<file path="src/rtl/hue_seq_pkg.sv">
// Shared types and helpers for the hue sequencer and its downstream PWM stage.
// Sector encoding and duty-width rule live here so both sides agree on them.
package hue_seq_pkg;

    typedef enum logic [2:0] {
        S_G_UP = 3'd0,
        S_R_DN = 3'd1,
        S_B_UP = 3'd2,
        S_G_DN = 3'd3,
        S_R_UP = 3'd4,
        S_B_DN = 3'd5
    } sector_t;

    localparam int NUM_SECTORS = 6;

    // Bits needed to represent a duty of 0..interval inclusive.
    function automatic int duty_width(input int interval);
        return $clog2(interval + 1);
    endfunction

    function automatic sector_t next_sector(input sector_t s);
        case (s)
            S_G_UP:  return S_R_DN;
            S_R_DN:  return S_B_UP;
            S_B_UP:  return S_G_DN;
            S_G_DN:  return S_R_UP;
            S_R_UP:  return S_B_DN;
            S_B_DN:  return S_G_UP;
            default: return S_G_UP;
        endcase
    endfunction

endpackage

</file>
<file path="src/rtl/hue_step_timer.sv">
// Counts enabled period_end pulses and emits a step pulse on the one that
// completes PERIODS_PER_STEP pulses; the counter then restarts from zero.
module hue_step_timer #(
    parameter int PERIODS_PER_STEP = 1
) (
    input  logic clk,
    input  logic rst,
    input  logic i_pulse,
    input  logic i_enable,
    output logic o_step
);

    localparam int CNT_W = (PERIODS_PER_STEP > 1) ? $clog2(PERIODS_PER_STEP) : 1;
    localparam logic [CNT_W-1:0] LAST = CNT_W'(PERIODS_PER_STEP - 1);

    logic [CNT_W-1:0] r_count;
    logic             w_count_en;

    assign w_count_en = i_pulse & i_enable;

    // Combinational so the sequencer updates on the completing pulse's own edge.
    assign o_step = w_count_en && (r_count == LAST);

    always_ff @(posedge clk or posedge rst) begin
        if (rst) begin
            r_count <= '0;
        end else if (o_step) begin
            r_count <= '0;
        end else if (w_count_en) begin
            r_count <= r_count + 1'b1;
        end
    end

endmodule

</file>
<file path="src/rtl/hue_sequencer.sv">
// Six-sector hue sweep: one channel ramps per sector, driving per-channel PWM
// duties. Optional freeze input `hold` is built only with HUE_SEQ_HOLD_EN.
module hue_sequencer
    import hue_seq_pkg::*;
#(
    parameter int  PWM_INTERVAL     = 1200,
    parameter int  STEP_SIZE        = 10,
    parameter int  PERIODS_PER_STEP = 1,
    localparam int DUTY_W           = duty_width(PWM_INTERVAL)
) (
    input  logic              clk,
    input  logic              rst,
    input  logic              period_end,
`ifdef HUE_SEQ_HOLD_EN
    input  logic              hold,
`endif
    output logic [DUTY_W-1:0] duty_r,
    output logic [DUTY_W-1:0] duty_g,
    output logic [DUTY_W-1:0] duty_b,
    output logic [2:0]        sector,
    output logic              wrap
);

    localparam logic [DUTY_W-1:0] FULL  = DUTY_W'(PWM_INTERVAL);
    localparam logic [DUTY_W-1:0] ZERO  = '0;
    localparam logic [DUTY_W:0]   STEP  = (DUTY_W + 1)'(STEP_SIZE);
    localparam logic [DUTY_W:0]   LIMIT = (DUTY_W + 1)'(PWM_INTERVAL);

    sector_t           r_state;
    logic [DUTY_W-1:0] r_level;
    logic [DUTY_W-1:0] r_duty_r;
    logic [DUTY_W-1:0] r_duty_g;
    logic [DUTY_W-1:0] r_duty_b;
    logic              r_wrap;

    logic                w_hold;
    logic                w_step;
    logic [DUTY_W:0]     w_sum;
    logic                w_roll;
    sector_t             w_next_state;
    logic [DUTY_W-1:0]   w_next_level;
    logic [3*DUTY_W-1:0] w_next_duty;

`ifdef HUE_SEQ_HOLD_EN
    assign w_hold = hold;
`else
    assign w_hold = 1'b0;
`endif

    hue_step_timer #(
        .PERIODS_PER_STEP (PERIODS_PER_STEP)
    ) u_step_timer (
        .clk      (clk),
        .rst      (rst),
        .i_pulse  (period_end),
        .i_enable (~w_hold),
        .o_step   (w_step)
    );

    // One extra bit keeps level+STEP_SIZE from wrapping before the compare.
    assign w_sum  = {1'b0, r_level} + STEP;
    assign w_roll = (w_sum >= LIMIT);

    assign w_next_state = (w_step && w_roll) ? next_sector(r_state) : r_state;
    assign w_next_level = !w_step ? r_level
                        : (w_roll ? ZERO : w_sum[DUTY_W-1:0]);

    // Channel duties {r, g, b} for a sector: one rising, one falling, one pinned.
    function automatic logic [3*DUTY_W-1:0] sector_duties(
        input sector_t           s,
        input logic [DUTY_W-1:0] lvl
    );
        logic [DUTY_W-1:0] fall;
        fall = FULL - lvl;
        case (s)
            S_G_UP:  return {FULL, lvl,  ZERO};
            S_R_DN:  return {fall, FULL, ZERO};
            S_B_UP:  return {ZERO, FULL, lvl };
            S_G_DN:  return {ZERO, fall, FULL};
            S_R_UP:  return {lvl,  ZERO, FULL};
            S_B_DN:  return {FULL, ZERO, fall};
            default: return {FULL, ZERO, ZERO};
        endcase
    endfunction

    assign w_next_duty = sector_duties(w_next_state, w_next_level);

    // Duties are loaded from the next state on the same edge as the state
    // itself, so outputs stay registered yet change on the step-event edge.
    always_ff @(posedge clk or posedge rst) begin
        if (rst) begin
            r_state  <= S_G_UP;
            r_level  <= '0;
            r_duty_r <= FULL;
            r_duty_g <= '0;
            r_duty_b <= '0;
            r_wrap   <= 1'b0;
        end else begin
            // NOTE: non-blocking everywhere here so every register samples the
            // pre-edge values; blocking would leak new state into later lines.
            r_wrap <= w_step && w_roll && (r_state == S_B_DN);
            if (w_step) begin
                r_state                       <= w_next_state;
                r_level                       <= w_next_level;
                {r_duty_r, r_duty_g, r_duty_b} <= w_next_duty;
            end
        end
    end

    assign duty_r = r_duty_r;
    assign duty_g = r_duty_g;
    assign duty_b = r_duty_b;
    assign sector = r_state;
    assign wrap   = r_wrap;

endmodule

</file>
<file path="config.mk">
export PLATFORM = sky130hd
export DESIGN_NAME = hue_sequencer
export DESIGN_NICKNAME = d
export VERILOG_FILES = /design/src/rtl/hue_seq_pkg.sv /design/src/rtl/hue_step_timer.sv /design/src/rtl/hue_sequencer.sv
export SDC_FILE = /design/constraint.sdc
export NUM_CORES = 1
export LEC_CHECK = 0
export BUFFER_PORTS_ARGS = -buffer_cell sky130_fd_sc_hd__buf_2
export CORE_MARGIN = 1.5
export CORE_UTILIZATION = 35
export CTS_BUF_LIST = sky130_fd_sc_hd__clkbuf_4
export CTS_CLUSTER_DIAMETER = 150
export DETAILED_ROUTE_END_ITERATION = 10
export MAX_ROUTING_LAYER = met4
export PLACE_DENSITY = 0.54
export SYNTH_ARGS = -nofsm -noshare
export SYNTH_HDL_FRONTEND = slang
export SYNTH_HIERARCHICAL = 1
export SYNTH_SLANG_ARGS = --single-unit
</file>
<file path="constraint.sdc">
create_clock -name clk -period 4.9 [get_ports clk]
set_input_delay 0 -clock clk [delete_from_list [all_inputs] [get_ports clk]]
set_output_delay 0 -clock clk [all_outputs]
set_load 0.01 [all_outputs]
</file>
==> run_results.csv, run 1 <==
group,metric,value,unit
status,status,"completed",
sta,post-route-min-period,4290,ps
routing,vias_per_cell,6.33,
clocking,cts_buffer_depth,2,
clocking,clock-sinks,49,
synth,seq_area_frac_synth,36.1,%
power_and_ir_drop,finalPower,2.49,mW
synth,synth.top_cell.area_share,33.0,%
synth,yosysTopAreaCell,"dfrtp_1",
grt,grt_pass1_wl,17800,um
cells_and_area,drive_gt1_share,19.5,%
synth,syn_inst,403,
placement,portBuffers,39,
sta,setup_viol,0,
sta,period_share,87.5,%
grt,grt_pass1_vias,3227,
sta,fin_skew,15.2,ps
routing,wl_met2,5300,um
clocking,cts_root_buffer,"clkbuf_4",
die,dieArea,0.0104,mm^2
sta,final_max_slew_viol_count,0,
grt,grt_usage,22.8,%
cells_and_area,n_antenna_cell,0,
power_and_ir_drop,p_per_area,657,mW/mm^2
grt,grt-ovfl-total,0,
routing,routed.top_layer,"met4",
routing,firstDrtPassIters,5,
grt,antenna_found_initial,0,
routing,ant_nets,0,
worst_setup_path,start_kind,"flop",
die,die_h,102,um
clocking,htreeDepth,2,
worst_setup_path,reg2reg_to,"duty_r[8]",
cells_and_area,final_common_cell,"dfrtp_1",
sta,setup-tns-final,0,ps
cells_and_area,final_cell_mix,"dfrtp_1 (45), buf_2 (39), nand2_1 (32)",
synth,synthTopCellsByArea,"dfrtp_1 (33%), nand2_1 (3.5%), a31oi_1 (3.1%), a21oi_1 (3.1%), dfstp_2 (3.1%)",
power_and_ir_drop,peakVddDrop,0.253,mV
grt,grt_max_degree,49,
die,die_w,102,um
worst_setup_path,arrival,4570,ps
sta,fmax,233,MHz
sta,rsz0062_at_grt,"no",
power_and_ir_drop,leakage,1.54,nW
routing,routedWlPerCell,19.8,um
sta,worst_pin_slew,1030,ps
routing,vias,3542,
worst_setup_path,r2r_start,"r_level[1]",
synth,synth_cell_type_count,75,
worst_hold_path,hold_depth,3,
routing,wl_met3,846,um
routing,wl_met1,4800,um
cells_and_area,syn2layout_area_growth,10.9,%
routing,drc_errors,0,
sta,relSlewSlack,31.2,%
worst_hold_path,worstHoldStart,"period_end",
synth,ys_dominant_reg_cell,"dfrtp_1",
routing,routed_wl,11100,um
worst_setup_path,reg2reg_slack,610,ps
routing,drt_first_iter_violations,423,
clocking,cts_buffers,5,
worst_setup_path,crit_path_end_kind,"flop",
worst_setup_path,cp_max_fo,15,
clocking,clk_pin_slew,160,ps
worst_hold_path,hp-class,"input pin to flop",
cells_and_area,fin_nets,435,
synth,async_flop_share,100,%
placement,place.gp.congestion,0.856,
synth,synth_area_per_cell,8.47,um^2
clocking,cts_tree,"built",
worst_hold_path,hold-path-endpoint,"u_step_timer/r_count",
die,start_util,36.6,%
worst_setup_path,cp.required,5190,ps
synth,synth-edff-count,0,
job,maxCapViolCount,0,
clocking,clkLatencyLatePin,390,ps
synth,netlist_area,0.00341,mm^2
die,coreArea,0.00933,mm^2
sta,hold_viol,0,
synth,ys_seq_elements,49,
die,ioPinCount,40,
worst_setup_path,reg2reg_depth,13,
die,num_rows,35,
worst_setup_path,critical_path_class,"flop to flop",
placement,dp_hpwl,7760,um
synth,ys_warn_count,6,
## cells in the mapped netlist (4+ instances only)
| cell type | instances |
|---|---|
| o2bb2ai_1 | 8 |
| o2111ai_1 | 7 |
| xnor2_1 | 4 |
| a32oi_1 | 7 |
| o221ai_1 | 5 |
| or3_1 | 5 |
| a31oi_1 | 17 |
| nand2_1 | 32 |
| o21ai_1 | 9 |
| a211oi_1 | 6 |
| a21oi_1 | 21 |
| dfrtp_1 | 45 |
| o211ai_1 | 7 |
| nor4_1 | 4 |
| nand4_1 | 6 |
| buf_4 | 7 |
| inv_1 | 19 |
| o21ai_0 | 16 |
| nor2_1 | 28 |
| nand3_1 | 14 |
| nor3_1 | 10 |
| buf_2 | 8 |
| clkbuf_1 | 16 |
| o21a_1 | 4 |
| dfstp_2 | 4 |
| a2111oi_0 | 6 |
| and3_1 | 4 |
| a221oi_1 | 4 |
## cells by family (layout without fill, tap and decap cells)
kind of cell	Yosys count	after routing	share of synthesized area [%]
adder cells (fa/ha/maj)	2	2	0.733
other	1	2	0.110
multiplexers	2	2	0.660
buffers and inverters	56	83	7.22
flip-flops	49	49	36.1
XOR/XNOR	6	6	1.54
AND/OR/NAND/NOR	124	124	17.9
AO/OA/AOI/OAI	163	163	35.7
## power by group
part           internal, mW  leakage [nW]  switching, mW
Sequential            0.555         0.620          0.177
Clock                0.0637        0.0381          0.155
Combinational         0.535         0.878           1.00
Total                  1.15          1.54           1.33
## worst max path at each step
stage	startpoint	cells past startpoint	slack, ps	endpoint
after global placement	r_level[1]	13	840	duty_g[6]
after detailed placement	r_level[1]	14	700	duty_g[6]
after global routing	r_level[1]	13	250	duty_r[8]
after CTS	r_level[1]	13	640	duty_r[8]
after floorplan	r_level[1]	15	1290	duty_r[6]
final	r_level[1]	13	610	duty_r[8]
## layout make-up
type / count / area [um^2]
Sequential cell: 49 / 1230
Inverter: 23 / 86.3
Fill cell: 953 / 5540
Clock inverter: 3 / 28.8
Tap cell: 129 / 161
Multi-Input combinational cell: 299 / 1940
Clock buffer: 5 / 37.5
Timing Repair Buffer: 52 / 300
## routing by layer
metal	vias up	GRT usage, %
li1	1610	-
met4	0	5.88
met3	18	2.69
met1	1727	31.9
met2	187	35.1
met5	-	-
## sequential cells by signal, indices dropped and copies added, names as in the netlist
signal and flops:
duty_b 11, duty_g 11, duty_r 11, r_level 11, sector 3, u_step_timer/r_count 1, wrap 1
## what timing repair did
action                                 4_1_cts  5_1_grt
hold buffers                                 3        0
resized for setup                            0        0
setup buffers                                0        0
endpoints found under the hold margin       46        0
## stage by stage
stage          area, um^2  setup WS, ps  utilization (%)  std cells  hold slack [ps]
6_report             3780           615             40.6        560              316
5_1_grt              3780           251             40.6        560              318
4_1_cts              3780           637             40.6        560              302
3_5_place_dp         3690           698             39.5        549             -146
3_3_place_gp         3690           844             39.5        549             -151
2_1_floorplan        3420          1290                -        404             -271
## critical path, cell delays in order, from the launching register on
cell       delay, ps
dfrtp_1          470
ha_1             360
or3_1            380
a2111oi_0        360
or3_1            320
a21boi_4         190
o31ai_2          570
inv_1             90
ha_1             310
o21a_1           180
a211oi_1         310
o21a_1           240
xnor2_1          110
o311ai_1         290
(Power assumes the default switching activity.)
==> run 2, diff against run 1 <==
CORE_MARGIN = 3   (was 1.5)
==> run 2 against run 1 <==
  * Worst setup slack worse by 110 ps
  * Sequential power hardly changed
  * Count of clock-buffer cells in the layout stayed put
  * Fmax is 2.4% lower
  * Cell area is 0.26% lower
  * Hold slack worse by 310 ps
  * Cell count stayed put
==> run_results.csv, run 2 (synthesized netlist as in run 1, its figures left out) <==
group,metric,value,unit
status,status,"completed",
worst_setup_path,start_kind,"flop",
cells_and_area,drive_gt1_share,19.7,%
sta,layout_setup_ws,507,ps
sta,rsz0062_at_grt,"no",
routing,wl_met3,722,um
clocking,cts_resized,0,
routing,routed.top_layer,"met4",
placement,portBuffers,39,
die,num_rows,35,
sta,hold_viol,0,
placement,dp_hpwl,8150,um
routing,vias,3519,
sta,final_max_slew_viol_count,0,
sta,period_share,89.6,%
worst_setup_path,path_cells,"ha_1 -> or3_1 -> a2111oi_0 -> or3_1 -> a21boi_4 -> buf_4 -> o31ai_2 -> inv_1 -> ha_1 -> o21a_1 -> a211oi_1 -> o21a_1 -> xnor2_1 -> o311ai_1",
die,ioPinCount,40,
power_and_ir_drop,leakage,1.53,nW
worst_hold_path,hp-class,"input pin to asynchronous set/reset pin",
die,start_util,36.4,%
routing,wl_met1,5340,um
grt,grt_max_degree,66,
power_and_ir_drop,finalPower,2.50,mW
die,coreArea,0.00937,mm^2
worst_setup_path,crit_slowest_cell,"o31ai_2",
clocking,postCtsHoldBufs,2,
clocking,htreeDepth,2,
grt,grt_pass1_vias,3318,
power_and_ir_drop,p_per_area,662,mW/mm^2
routing,wl_met2,5250,um
cells_and_area,n_antenna_cell,0,
sta,worst_pin_slew,1050,ps
clocking,cts_buffer_depth,2,
sta,relSlewSlack,30.0,%
cells_and_area,final_common_cell,"dfrtp_1",
routing,drt_first_iter_violations,277,
cells_and_area,final_cell_mix,"dfrtp_1 (45), buf_2 (39), nand2_1 (32)",
clocking,cts_buffers,5,
sta,setup_viol,0,
cells_and_area,syn2layout_area_growth,10.6,%
routing,drc_errors,0,
cells_and_area,fin_nets,435,
worst_setup_path,cp_max_fo,11,
clocking,post_cts_buffers,0,
die,die_w,105,um
routing,vias_per_cell,6.28,
power_and_ir_drop,seqPwrFrac,29.4,%
sta,fmax,228,MHz
placement,place.gp.congestion,0.930,
routing,firstDrtPassIters,6,
power_and_ir_drop,p_switching,1.34,mW
power_and_ir_drop,p_int,1.16,mW
routing,routedWlPerCell,20.5,um
job,maxCapViolCount,0,
worst_setup_path,crit_family,"compound AO/OA/AOI/OAI gates",
clocking,clock-sinks,49,
grt,antenna_found_initial,0,
routing,routed_wl,11500,um
power_and_ir_drop,peakVddDrop,0.310,mV
die,dieArea,0.0110,mm^2
worst_setup_path,cp.required,5180,ps
sta,finalHoldWorstSlack,5.81,ps
sta,post-route-min-period,4390,ps
clocking,cts_tree,"built",
clocking,clk_pin_slew,160,ps
worst_setup_path,worstSetupStartpoint,"r_level[1]",
power_and_ir_drop,power.share.combinational,62.5,%
sta,setup-tns-final,0,ps
clocking,clkLatencyLatePin,380,ps
power_and_ir_drop,clock_power_share,8.1,%
worst_setup_path,r2r_start,"r_level[1]",
worst_setup_path,cp.depth,14,
placement,pre_cts_ws,595,ps
clocking,cts_root_buffer,"clkbuf_4",
worst_setup_path,critical_path_class,"flop to flop",
worst_setup_path,arrival,4670,ps
worst_setup_path,reg2reg_depth,14,
die,die_h,105,um
power_and_ir_drop,swShare,53.8,%
grt,grt_pass1_wl,18600,um
routing,ant_nets,0,
worst_setup_path,crit_path_end_kind,"flop",
sta,fin_skew,16.9,ps
cells_and_area,num-fill-cells,963,
grt,grt_usage,21.5,%
grt,grt-ovfl-total,0,
cells_and_area,final_util,40.3,%
worst_setup_path,slowest_delay,500,ps
worst_setup_path,path_buf_inv,2,
run 2: path summary, 6_finish.rpt:
| kind | end | slack [ps] |
|---|---|---|
| min reg2reg | duty_r[7] | 500 |
| max reg2reg | duty_r[8] | 510 |
| max | duty_r[8] | 510 |
| max in group asynchronous | duty_b[3] | 3830 |
| min in group clk | u_step_timer/r_count | 340 |
| min | u_step_timer/r_count | 6 |
run 2: final cells by class:
| cell class | instances | area [um^2] | area share, % |
|---|---|---|---|
| tap | 129 | 161 | 4.28 |
| inverter | 23 | 86.3 | 2.29 |
| multi-input combinational | 299 | 1940 | 51.4 |
| clock buffer | 5 | 37.5 | 0.994 |
| timing repair buffer | 52 | 298 | 7.89 |
| sequential | 49 | 1230 | 32.6 |
| clock inverter | 3 | 21.3 | 0.563 |
run 2: metrics by stage:
stage | area, um^2 | instances
after floorplan | 3420 | 404
after global placement | 3700 | 550
after detailed placement | 3700 | 550
after CTS | 3770 | 560
after global routing | 3770 | 560
final | 3770 | 560
run 2: worst register-to-register path, stage by stage (launching register included):
cell	delay [ps]
dfrtp_1	470
ha_1	360
or3_1	380
a2111oi_0	350
or3_1	340
a21boi_4	150
buf_4	200
o31ai_2	500
inv_1	100
ha_1	320
o21a_1	180
a211oi_1	310
o21a_1	250
xnor2_1	100
o311ai_1	290
run 2: power by group through the flow:
stage / clock network [mW] / logic [mW] / registers, mW
finish: 0.203 / 1.56 / 0.734
global route: 0.220 / 1.70 / 0.761
CTS: 0.210 / 1.54 / 0.729
detailed placement: 0 / 1.53 / 0.739
global placement: 0 / 1.55 / 0.737
floorplan: 0 / 1.10 / 0.696
run 2: metal layers:
| layer | vias up | global-route usage (%) |
|---|---|---|
| met5 | - | - |
| met4 | 0 | 4.40 |
| met3 | 13 | 3.71 |
| met2 | 135 | 32.4 |
| met1 | 1759 | 30.3 |
| li1 | 1612 | - |
